$ cat config.mk
export PLATFORM = sky130hd
export DESIGN_NAME = fact_engine_flat
export DESIGN_NICKNAME = d
export VERILOG_FILES = /design/src/rtl/fact_if.sv /design/src/rtl/fact_engine.sv /design/src/flat_wrapper.sv
export SDC_FILE = /design/constraint.sdc
export NUM_CORES = 1
export LEC_CHECK = 0
export CAP_MARGIN = 5
export CORE_MARGIN = 4
export CORE_UTILIZATION = 30
export CTS_BUF_LIST = sky130_fd_sc_hd__clkbuf_4
export DETAILED_ROUTE_END_ITERATION = 7
export PLACE_DENSITY_LB_ADDON = 0.08
export RECOVER_POWER = 50
export SLEW_MARGIN = 20
export SYNTH_ARGS = -nofsm -noshare
export SYNTH_HDL_FRONTEND = slang
export SYNTH_SLANG_ARGS = --single-unit
$ cat constraint.sdc
create_clock -name clk -period 5.53 [get_ports clk]
set_clock_uncertainty 0.1 [all_clocks]
set_input_delay 1.106 -clock clk [delete_from_list [all_inputs] [get_ports clk]]
set_output_delay 1.106 -clock clk [all_outputs]
set_load 0.03 [all_outputs]
$ cat src/rtl/fact_if.sv
// fact_if: host <-> factorial engine handshake bundle.
//   master : host side   (drives go, n, abort; observes status and result)
//   slave  : engine side (observes go, n, abort; drives status and result)
// Signals:
//   go         start request, sampled by the engine only while idle
//   n          operand, latched when go is accepted
//   abort      cancel an in-flight computation
//   busy       engine not idle
//   done       one-cycle completion pulse
//   result     last completed n! mod 2^RESULT_WIDTH
//   overflow   last completed n! did not fit in RESULT_WIDTH bits
//   curr_state raw state encoding, for debug
interface fact_if #(
    parameter int N_WIDTH      = 4,
    parameter int RESULT_WIDTH = 32
);
    logic                    go;
    logic [N_WIDTH-1:0]      n;
    logic                    abort;
    logic                    busy;
    logic                    done;
    logic [RESULT_WIDTH-1:0] result;
    logic                    overflow;
    logic [2:0]              curr_state;

    modport master (
        output go, n, abort,
        input  busy, done, result, overflow, curr_state
    );

    modport slave (
        input  go, n, abort,
        output busy, done, result, overflow, curr_state
    );
endinterface

$ cat src/rtl/fact_engine.sv
// fact_engine: iterative n! engine with a bit-serial shift-add multiplier.
// Ports:
//   clk  rising-edge clock
//   rst  asynchronous, active-high reset
//   bus  fact_if slave: go/n/abort in; busy/done/result/overflow/curr_state out
// Each iteration multiplies acc by cnt over N_WIDTH cycles (one operand bit
// per cycle), then decrements cnt. Truncating acc each step keeps the result
// exact modulo 2^RESULT_WIDTH; any bits spilling above that set a sticky flag.
//
// state | meaning
// IDLE  | waiting for go
// CHECK | cnt > 1 ? start another multiply : finish and publish acc
// MUL   | one shift-add step per cycle, bit index 0..N_WIDTH-1
// DEC   | commit product into acc, fold high bits into overflow, cnt--
// DONE  | one-cycle done pulse, back to IDLE
module fact_engine #(
    parameter int N_WIDTH      = 4,
    parameter int RESULT_WIDTH = 32
) (
    input  logic clk,
    input  logic rst,
    fact_if.slave bus
);
    localparam int IDX_W = (N_WIDTH > 1) ? $clog2(N_WIDTH) : 1;
    localparam int P_W   = RESULT_WIDTH + N_WIDTH;
    localparam logic [IDX_W-1:0] IDX_LAST = IDX_W'(N_WIDTH - 1);

    typedef enum logic [2:0] {
        S_IDLE  = 3'd0,
        S_CHECK = 3'd1,
        S_MUL   = 3'd2,
        S_DEC   = 3'd3,
        S_DONE  = 3'd4
    } state_t;

    state_t                  r_state;
    state_t                  w_next_state;
    logic [N_WIDTH-1:0]      r_cnt;
    logic [RESULT_WIDTH-1:0] r_acc;
    logic [P_W-1:0]          r_product;
    logic [IDX_W-1:0]        r_idx;
    logic                    r_sticky;
    logic [RESULT_WIDTH-1:0] r_result;
    logic                    r_overflow;

    logic                    w_abort;
    logic [P_W-1:0]          w_addend;

    // abort only counts while a computation is in flight; DONE is final.
    assign w_abort = bus.abort &&
                     (r_state == S_CHECK || r_state == S_MUL || r_state == S_DEC);

    assign w_addend = r_cnt[r_idx] ? (P_W'(r_acc) << r_idx) : '0;

    always_ff @(posedge clk or posedge rst) begin
        if (rst) begin
            r_state <= S_IDLE;
        end else begin
            r_state <= w_next_state;
        end
    end

    always_comb begin
        w_next_state = r_state;
        case (r_state)
            S_IDLE:  if (bus.go) w_next_state = S_CHECK;
            S_CHECK: w_next_state = (r_cnt > N_WIDTH'(1)) ? S_MUL : S_DONE;
            S_MUL:   if (r_idx == IDX_LAST) w_next_state = S_DEC;
            S_DEC:   w_next_state = S_CHECK;
            S_DONE:  w_next_state = S_IDLE;
            default: w_next_state = S_IDLE;
        endcase
        if (w_abort) w_next_state = S_IDLE;
    end

    // Datapath is frozen on abort so result/overflow keep the last completion.
    always_ff @(posedge clk or posedge rst) begin
        if (rst) begin
            r_cnt      <= '0;
            r_acc      <= '0;
            r_product  <= '0;
            r_idx      <= '0;
            r_sticky   <= 1'b0;
            r_result   <= '0;
            r_overflow <= 1'b0;
        end else if (!w_abort) begin
            case (r_state)
                S_IDLE: begin
                    if (bus.go) begin
                        r_cnt    <= bus.n;
                        r_acc    <= RESULT_WIDTH'(1);
                        r_sticky <= 1'b0;
                    end
                end
                S_CHECK: begin
                    if (r_cnt > N_WIDTH'(1)) begin
                        r_product <= '0;
                        r_idx     <= '0;
                    end else begin
                        r_result   <= r_acc;
                        r_overflow <= r_sticky;
                    end
                end
                S_MUL: begin
                    r_product <= r_product + w_addend;
                    r_idx     <= r_idx + 1'b1;
                end
                S_DEC: begin
                    r_acc    <= r_product[RESULT_WIDTH-1:0];
                    r_sticky <= r_sticky | (|r_product[P_W-1:RESULT_WIDTH]);
                    r_cnt    <= r_cnt - 1'b1;
                end
                default: ;
            endcase
        end
    end

    assign bus.busy       = (r_state != S_IDLE);
    assign bus.done       = (r_state == S_DONE);
    assign bus.result     = r_result;
    assign bus.overflow   = r_overflow;
    assign bus.curr_state = r_state;
endmodule

$ cat src/flat_wrapper.sv
// flat-port wrapper written by rule: the top's interface ports become plain ports
module fact_engine_flat 
#(
    parameter int N_WIDTH      = 4,
    parameter int RESULT_WIDTH = 32
)
  (clk, rst, bus_go, bus_n, bus_abort, bus_busy, bus_done, bus_result, bus_overflow, bus_curr_state);
  fact_if #(.N_WIDTH(N_WIDTH), .RESULT_WIDTH(RESULT_WIDTH)) bus_i ();
  input  logic clk;
  input  logic rst;
  input wire logic [$bits(bus_i.go)-1:0] bus_go;
  input wire logic [$bits(bus_i.n)-1:0] bus_n;
  input wire logic [$bits(bus_i.abort)-1:0] bus_abort;
  output wire logic [$bits(bus_i.busy)-1:0] bus_busy;
  output wire logic [$bits(bus_i.done)-1:0] bus_done;
  output wire logic [$bits(bus_i.result)-1:0] bus_result;
  output wire logic [$bits(bus_i.overflow)-1:0] bus_overflow;
  output wire logic [$bits(bus_i.curr_state)-1:0] bus_curr_state;
  assign bus_i.go = bus_go;
  assign bus_i.n = bus_n;
  assign bus_i.abort = bus_abort;
  assign bus_busy = bus_i.busy;
  assign bus_done = bus_i.done;
  assign bus_result = bus_i.result;
  assign bus_overflow = bus_i.overflow;
  assign bus_curr_state = bus_i.curr_state;
  fact_engine #(.N_WIDTH(N_WIDTH), .RESULT_WIDTH(RESULT_WIDTH)) u_core (.clk(clk), .rst(rst), .bus(bus_i));
endmodule
==> flow_metrics.py <==
metrics = {
    "clock_network": {
        "holdBufCountCts": 0,
        "worstSkewPairLatency_ns": 0.50,
        "cts_max_level": 3,
        "cts_buffer_depth": 2,
        "cts_sinks": 111,
        "cts_resized": 0,
        "cts_buffers": 9,
        "postCtsSetupBuffers": 0,
        "clk_pin_slew_ns": 0.17,
        "cts_tree": "yes",
        "cts-root-buf": "clkbuf_4",
    },
    "placement": {
        "portBuffers": 45,
        "postPlaceCellArea_sq_um": 7830,
        "gp_congestion": 0.823,
        "dp_hpwl_microns": 12700,
    },
    "finish": {
        "nFillCells": 2363,
        "fin_area_sq_um": 7940,
        "drive_gt1_share_pct": 8.40,
        "areaGrowthSynthToFinish_pct": 12.2,
        "fin_nets": 805,
    },
    "floorplanning": {
        "fp.dieH_microns": 162,
        "pin_count": 46,
        "rows": 55,
        "core_sq_um": 22900,
        "die_w_microns": 162,
        "die-area_sq_um": 26100,
        "start_util_pct": 30.9,
    },
    "timing": {
        "setup_tns_ns": 0,
        "final_max_slew_viol_count": 105,
        "slew_headroom_pct": -106,
        "setup_viol": 0,
        "rsz0062_at_grt": "no",
        "worstMarginPinSlew_ns": 3.07,
        "final-hold-violation-count": 0,
        "min_period_ns": 4.49,
        "fin_crit_sh_pct": 81.3,
        "clock.fmax_mhz": 223,
    },
    "synth": {
        "synth-edff-count": 0,
        "synth_area_leaders": "dfrtp_1 (39%), mux4_2 (9.2%), nand2_1 (8.6%)",
        "synth_flop_cell": "dfrtp_1",
        "synth_most_common_cell": "nand2_1",
        "synth_top_area_cell": "dfrtp_1",
        "yosysWarnings": 0,
        "yosysUniqueCellTypes": 61,
        "syn-num-nets": 789,
        "ys_top_cells_by_count": "nand2_1 (162), dfrtp_1 (111), o21ai_0 (49), a21oi_1 (44), clkbuf_1 (39)",
        "yosysTopAreaCellShare_pct": 39.3,
        "synthCells": 742,
        "synth_area_sq_um": 7070,
        "yosysSeqAreaShare_pct": 39.3,
        "avgSynthCellArea_sq_um": 9.53,
        "yosys_register_bits": 111,
        "async_reset_ff_share_pct": 100,
    },
    "global_routing": {
        "grt-ovfl-total": 0,
        "grt_pass1_wl_microns": 32000,
        "grt_pass1_vias": 5797,
        "antenna_found_initial": 1,
        "grt_start_max_net_pins": 64,
        "track_usage_pct": 15.0,
    },
    "power": {
        "switching_share_pct": 39.5,
        "p_total_uw": 1930,
        "p_per_area_nw_per_um2": 244,
        "pwr-share-clk_pct": 22.5,
        "power.switching_uw": 764,
        "p_seq_share_pct": 47.2,
        "power_leakage_uw": 0.00362,
        "intPower_uw": 1170,
        "pwr-share-comb_pct": 30.2,
        "ir_drop_mv": 0.158,
    },
    "routing": {
        "drt_iter0_drc": 283,
        "num_vias": 5633,
        "vias_per_cell": 5.24,
        "firstDrtPassIters": 4,
        "drc": 0,
        "wirelength_microns": 19100,
        "ant_nets": 0,
        "routedWlPerCell_microns": 17.8,
    },
    "worst_setup_path": {
        "path_buf_inv": 1,
        "worstPathRequired_ns": 5.86,
        "cpMaxStageDelayCell": "mux4_2",
        "arrival_ns": 4.82,
        "crit_type": "register to register",
        "startpoint_type": "register",
        "end_kind": "register",
        "cpMostUsedCell": "o21ai_1",
        "crit_chain": "buf_4 > mux4_2 > nor2b_1 > ha_1 > a21o_1 > a221oi_1 > o21ai_1 > a21oi_1 > o21ai_1 > a221oi_2 > o21bai_1 > xnor2_1 > o21ai_0",
        "cp_top_family": "compound AO/OA/AOI/OAI gates",
        "cp_max_fo": 42,
        "slowest_delay_ns": 0.58,
    },
    "outcome": {
        "violations": "max-capacitance violations, max-slew violations",
        "status": "finished with violations",
    },
    "flow_run": {
        "drv_cap": 2,
    },
    "worst_hold_path": {
        "hold_path.class": "register to register",
    },
}
## flip-flops by register name, indices dropped and copies added (netlist names)
signal / flops
u_core.r_idx: 2
u_core.bus.overflow: 1
u_core.r_acc: 32
u_core.r_cnt: 4
u_core.bus.curr_state: 3
u_core.bus.result: 32
u_core.r_product: 36
u_core.r_sticky: 1
## logic make-up after synthesis
kind of cell	count (synthesis)	share of synthesized area, %
fa+ha+maj	39	7.00
flops	111	39.3
mux	33	9.82
buf+inv	62	3.29
xor+xnor	30	3.71
simple gates	264	16.9
compound gates	203	20.0
## final cells by class
class,count,area (sq um),share of cell area [%]
Multi-Input combinational cell,569,4070,51.3
Sequential cell,111,2780,35.0
Timing Repair Buffer,53,504,6.35
Tap cell,313,392,4.93
Clock buffer,10,75.1,0.946
Clock inverter,5,58.8,0.741
Inverter,14,53.8,0.678
Antenna cell,1,2.50,0.0315
## placed cells by master (no fill, tap or decap), types with 4 or more instances in the layout
master / count
buf_4: 6
nor2_1: 25
xor2_1: 11
nand3b_1: 5
nand3_1: 5
clkdlybuf4s50_1: 43
o21a_1: 5
a22o_1: 35
inv_1: 12
nand4_1: 8
xnor2_1: 19
and3_1: 4
clkbuf_4: 10
o21ai_0: 49
a31oi_1: 5
ha_1: 38
nor3_1: 8
o21bai_1: 6
nor2b_1: 31
nor3b_1: 4
mux4_2: 29
dfrtp_1: 110
a21o_1: 24
nand2_1: 162
a21oi_1: 44
## power by group through the flow
stage	Combinational, uW	Clock (uW)	Sequential, uW
2_1_floorplan	411	0	924
3_5_place_dp	606	0	928
6_report	584	436	913
5_1_grt	653	491	923
4_1_cts	606	461	914
3_3_place_gp	600	0	926
## worst min-delay path: cells and delay by family, from the launching register on
kind,cells,cell delay [ns]
AND/OR/NAND/NOR,2,0.10
flip-flops,1,0.38
## final timing paths
kind                            slack, ns  cells past startpoint           startpoint               endpoint
worst max-delay path                 1.04                     13      u_core.r_idx[0]   u_core.r_product[28]
worst min-delay path                 0.39                      2  u_core.bus.overflow    u_core.bus.overflow
worst max register to register       1.04                     13      u_core.r_idx[0]   u_core.r_product[28]
worst min register to register       0.39                      2  u_core.bus.overflow    u_core.bus.overflow
max in group asynchronous            1.19                      3                  rst   u_core.r_product[28]
min in group asynchronous            1.80                      2                  rst  u_core.bus.result[21]
## metrics by stage
stage | util [%] | hold slack (ns) | cells | setup slack, ns
after detailed placement | 34.1 | 0.363 | 1060 | 1.01
final | 34.6 | 0.394 | 1076 | 1.04
after floorplan | - | 0.340 | 742 | 1.36
after global routing | 34.6 | 0.430 | 1076 | 0.460
after CTS | 34.7 | 0.406 | 1075 | 0.952
after global placement | 34.1 | 0.359 | 1060 | 1.10
## layer usage
metal | vias up | wire, microns | global-route usage, %
met5 | - | 0 | 0
met4 | 0 | 289 | 4.50
li1 | 2704 | - | -
met3 | 17 | 500 | 1.63
met1 | 2836 | 9160 | 20.6
met2 | 76 | 9150 | 25.1
Note: power is estimated with default switching activity, not from simulation.
==> edit 1, RTL diff (same settings) <==
`N_WIDTH` is set to 4 in 3 places; all go to 8.
--- a/src/rtl/fact_if.sv
+++ b/src/rtl/fact_if.sv
@@ -11,7 +11,7 @@
 //   overflow   last completed n! did not fit in RESULT_WIDTH bits
 //   curr_state raw state encoding, for debug
 interface fact_if #(
-    parameter int N_WIDTH      = 4,
+    parameter int N_WIDTH      = 8,
     parameter int RESULT_WIDTH = 32
 );
     logic                    go;
--- a/src/rtl/fact_engine.sv
+++ b/src/rtl/fact_engine.sv
@@ -14,7 +14,7 @@
 // DEC   | commit product into acc, fold high bits into overflow, cnt--
 // DONE  | one-cycle done pulse, back to IDLE
 module fact_engine #(
-    parameter int N_WIDTH      = 4,
+    parameter int N_WIDTH      = 8,
     parameter int RESULT_WIDTH = 32
 ) (
     input  logic clk,
--- a/src/flat_wrapper.sv
+++ b/src/flat_wrapper.sv
@@ -1,7 +1,7 @@
 // flat-port wrapper written by rule: the top's interface ports become plain ports
 module fact_engine_flat 
 #(
-    parameter int N_WIDTH      = 4,
+    parameter int N_WIDTH      = 8,
     parameter int RESULT_WIDTH = 32
 )
   (clk, rst, bus_go, bus_n, bus_abort, bus_busy, bus_done, bus_result, bus_overflow, bus_curr_state);
Interface: changed (resized bus_n); port bits go from 46 to 50. The function was not compared with the original's and may differ.
==> edit 1 against the unedited design <==
The flow still finishes with violations (max-capacitance violations, max-slew violations); sequential share of layout area is 2.5 points lower; synthesized area is 15% higher; final cell count is 27% higher; fmax is 4.8% higher; final area is 17% higher; sequential cell count is 9 higher; routed wire length is 29% higher; largest cell class unchanged; setup slack better by 0.21 ns.
Power is not compared: it rests on default switching activity, and its combinational part moved more than twofold at a synthesized area within 25%.
==> edit 1: results (changes against the unedited design) <==
* Status: finished, violations left (unchanged)
* Violated checks: max-capacitance violations, max-slew violations (unchanged)
* CP top delay family: compound AO/OA/AOI/OAI gates (unchanged)
* PortBufs at 49 (was 45)
* HPWL after DPL at 18000 um (was 12700 um)
* Post-CTS Setup Bufs at 0 (unchanged)
* Metal3 WL at 722 um (was 500 um)
* Number of global-route vias before repair at 6756 (was 5797)
* Max cap viols at 1 (was 2)
* H-tree levels at 4 (was 3)
* P&R area growth vs syn at 13.5% (was 12.2%)
* CP max stage cell: buf_4 (was mux4_2)
* Reg2Reg Setup Slack at 1.24 ns (was 1.04 ns)
* Met3 Resource Use GR at 2.25% (was 1.63%)
* Post-DP Area at 8950 um^2 (was 7830 um^2)
* Metal1 wirelength at 13300 um (was 9160 um)
* Met2 GRT Util at 23.6% (was 25.1%)
* Hold depth at 2 (unchanged)
* Post-Synthesis Cells at 988 (was 742)
* Cell count of the worst reg-to-reg path at 16 (was 13)
* Worst-margin pin slew at 3.09 ns (was 3.07 ns)
* Crit-path max FO at 41 (was 42)
* Hold Path End: u_core.bus.result[26] (was u_core.bus.overflow)
* Worst-path clk slew at 0.13 ns (was 0.17 ns)
* Detailed-route via count at 6949 (was 5633)
* Synth area leaders: dfrtp_1, nand2_1, ha_1 (was dfrtp_1, mux4_2, nand2_1)
* Worst endpoint data arrival time at 4.63 ns (was 4.82 ns)
* Drt total wl at 24700 um (was 19100 um)
* Detailed router's first-iteration violation count at 520 (was 283)
* Fmax at 233 MHz (was 223 MHz)
* Synthesized net count at 1044 (was 789)
* Post-synth top cells: nand2_1, dfrtp_1, o21ai_0 (unchanged)
* Routability Congestion at 0.818 (was 0.823)
* Hold Path Origin: u_core.bus.result[26] (was u_core.bus.overflow)
* 1st-pass router iterations at 4 (unchanged)
* First-pass GRT wire length at 39600 um (was 32000 um)
* Placed cell count at 1331 (was 1060)
* Distinct cells, synth at 69 (was 61)
* Grt met1 use at 26.3% (was 20.6%)
* TritonCTS buffer count at 17 (was 9)
* Max-slew violations at 64 (was 105)
* DR WL/cell at 18.1 um (was 17.8 um)
* Internal power at between 1500 and 2000 uW
* CP max stage delay at 0.47 ns (was 0.58 ns)
* Max reg flops at 40 (was 36)
* Post-synthesis sequential area ratio at 36.8% (was 39.3%)
* Reg-to-reg critical path endpoint: u_core.r_product[39] (was u_core.r_product[28])
* Layout cell share with drive strength beyond 1 at 9.49% (was 8.40%)
* # nets final at 1065 (was 805)
* Synth warn at 0 (unchanged)
* Hold Slack at 0.384 ns (was 0.394 ns)
* Clock latency on the worst-skew pair at 0.54 ns (was 0.50 ns)
* GRT Util Overall at 16.5% (was 15.0%)
* Largest Register: u_core.r_product (unchanged)
* WL met2 at 10500 um (was 9150 um)
* Critical path launch point: u_core.r_idx[0] (unchanged)
[edit 1: cell types whose count changed in the layout (fill, tap and decap cells not counted), sizes merged, moves of 9 or more]
cell,before,now
a211oi,2,11
a21o,25,15
a21oi,44,79
a22o,35,6
dfrtp,111,120
mux4,29,20
nand2,162,279
nand3,5,15
nor2,26,59
nor2b,31,4
o21ai,52,106
[edit 1: area by class of cell]
cell class                      instances  area [um^2]
Antenna cell                            1         2.50
Clock buffer                           18          135
Clock inverter                         14          173
Fill cell                            2825        17600
Inverter                               18         68.8
Multi-Input combinational cell        789         4850
Sequential cell                       120         3010
Tap cell                              341          427
Timing Repair Buffer                   63          593
[edit 1: kinds of logic after synthesis]
kind of cell,count (synthesis),share of synthesized area [%]
and+or+nand+nor,404,20.3
AOI/OAI and AO/OA,270,20.9
DFF,120,36.8
muxes,37,7.70
xor gates and xnor gates,34,3.65
buffers and inverters,79,3.73
adders and majority gates,44,6.84
==> edit 2, RTL diff (same flow settings) <==
Made on the original files. Make the reset (`rst`) synchronous in 2 clocked blocks. Comments in the files are not updated.
--- a/src/rtl/fact_engine.sv
+++ b/src/rtl/fact_engine.sv
@@ -52,7 +52,7 @@
 
     assign w_addend = r_cnt[r_idx] ? (P_W'(r_acc) << r_idx) : '0;
 
-    always_ff @(posedge clk or posedge rst) begin
+    always_ff @(posedge clk) begin
         if (rst) begin
             r_state <= S_IDLE;
         end else begin
@@ -74,7 +74,7 @@
     end
 
     // Datapath is frozen on abort so result/overflow keep the last completion.
-    always_ff @(posedge clk or posedge rst) begin
+    always_ff @(posedge clk) begin
         if (rst) begin
             r_cnt      <= '0;
             r_acc      <= '0;
Check against the original RTL: differs if rst is asserted again (counterexample within 4 cycles, from zero or initial values and one cycle with rst high); with rst held inactive, the same outputs for 10 cycles.
==> edit 2 against the unedited design <==
The run still ends with max-capacitance violations, max-slew violations left; setup slack better by 0.46 ns; routed wire length is 2.1% lower; sequential cell count is the same; final cell count grew 2.3%; hold slack got worse by 0.033 ns; fmax grew 11%; critical path depth is 1 lower; synthesized area is 2.4% lower; final area decreased by 3.9%; highest routed layer unchanged.
Power is not compared: it rests on default switching activity, and its combinational part moved more than twofold at a synthesized area within 25%.
==> edit 2: results (changes against the unedited design) <==
* Status: finished, violations left (unchanged)
* Violated checks: max-capacitance violations, max-slew violations (unchanged)
* Filler Cells Inserted at 2379 (was 2363)
* Sequential Power at approximately 810 uW
* Worst endpoint data arrival time at 4.32 ns (was 4.82 ns)
* Primary FF master, synth: dfxtp_1 (was dfrtp_1)
* Routability Congestion at 0.864 (was 0.823)
* Detailed-route via count at 5802 (was 5633)
* Placed cell count at 1084 (was 1060)
* Layout cell share with drive strength beyond 1 at 9.45% (was 8.40%)
* Distinct cells, synth at 73 (was 61)
* Multi-input combinational cell area at 4370 um^2 (was 4070 um^2)
* Max-slew violations at 104 (was 105)
* First-pass GRT wire length at 31600 um (was 32000 um)
* Cell area after layout at 7630 um^2 (was 7940 um^2)
* WL met2 at 8920 um (was 9150 um)
* Largest net degree at the start of global routing at 58 (was 64)
* Post-DP Area at 7520 um^2 (was 7830 um^2)
* Worst-margin pin slew at 2.59 ns (was 3.07 ns)
* Synth Area in Compound Gates at 23.5% (was 20.0%)
* P&R area growth vs syn at 10.5% (was 12.2%)
* Critical path launch point: u_core.r_idx[0] (unchanged)
* Hold Path End: u_core.bus.result[21] (was u_core.bus.overflow)
* Vias/cell at 5.27 (was 5.24)
* Post-synthesis sequential area ratio at 32.2% (was 39.3%)
* Met3 Resource Use GR at 2.27% (was 1.63%)
* Multi-input gates at 621 (was 569)
* HPWL after DPL at 12900 um (was 12700 um)
* Syn avg cell area at 8.59 um^2 (was 9.53 um^2)
* Signal inverters at 13 (was 14)
* Register area at 2220 um^2 (was 2780 um^2)
* Hold Slack at 0.362 ns (was 0.394 ns)
* Post-synth top cells: dfxtp_1, nand2_1, nor2_1 (was nand2_1, dfrtp_1, o21ai_0)
* Clock buf count at 11 (was 10)
* # nets final at 857 (was 805)
* Reg-to-reg critical path endpoint: u_core.r_product[34] (was u_core.r_product[28])
* Cell count of the worst reg-to-reg path at 12 (was 13)
* Crit-path max FO at 38 (was 42)
* Synth Area in XOR/XNOR at 3.80% (was 3.71%)
* Clock Tree Root: clkbuf_4 (unchanged)
* GRT Util Overall at 14.8% (was 15.0%)
* Reg2Reg Setup Slack at 1.50 ns (was 1.04 ns)
* Met2 GRT Util at 25.0% (was 25.1%)
* Bufs w/o clock at 54 (was 53)
* Non-clock buffering overhead at 6.61% (was 6.35%)
* Adder-Cell Fraction of Synth Area at 7.17% (was 7.00%)
* Post-synthesis mux area share at 9.22% (was 9.82%)
* Max cap viols at 3 (was 2)
* Pre-CTS setup slack at 1.44 ns (was 1.01 ns)
* Final WS setup at 1.50 ns (was 1.04 ns)
* Synthesized net count at 851 (was 789)
* DR WL/cell at 17.0 um (was 17.8 um)
* Clock buf/inv share at 1.61% (was 1.69%)
* Min-delay worst type: flip-flop to flip-flop (unchanged)
* Post-synth ARST share at 0% (was 100%)
* Detailed router's first-iteration violation count at 327 (was 283)
* Hold Path Origin: u_core.bus.result[21] (was u_core.bus.overflow)
* Grt met1 use at 20.2% (was 20.6%)
* Synth area leaders: dfxtp_1, mux4_2, ha_1 (was dfrtp_1, mux4_2, nand2_1)
* 1st-pass router iterations at 5 (was 4)
-- edit 2: cell count changes in the layout (fill, tap and decap cells not counted), sizes merged, moves of 14 or more --
cell | unedited run | this run
dfrtp | 111 | 0
dfxtp | 0 | 111
nand2 | 162 | 109
nor2 | 26 | 75
a22oi | 3 | 48
a22o | 35 | 2
a21oi | 44 | 75
clkdlybuf4s50 | 43 | 27
dlygate4sd3 | 2 | 17
o21ai | 52 | 37
nand3 | 5 | 19
-- edit 2: worst max-delay path: stages, from the launching register on --
cell and delay, ns:
dfxtp_2 0.36, buf_4 0.55, mux4_2 0.58, nor2b_1 0.14
ha_1 0.47, nand2_1 0.18, o2111ai_1 0.26, a21oi_2 0.07
a221oi_4 0.31, a31oi_2 0.18, o211ai_2 0.30, o21ai_0 0.15
a221o_1 0.29
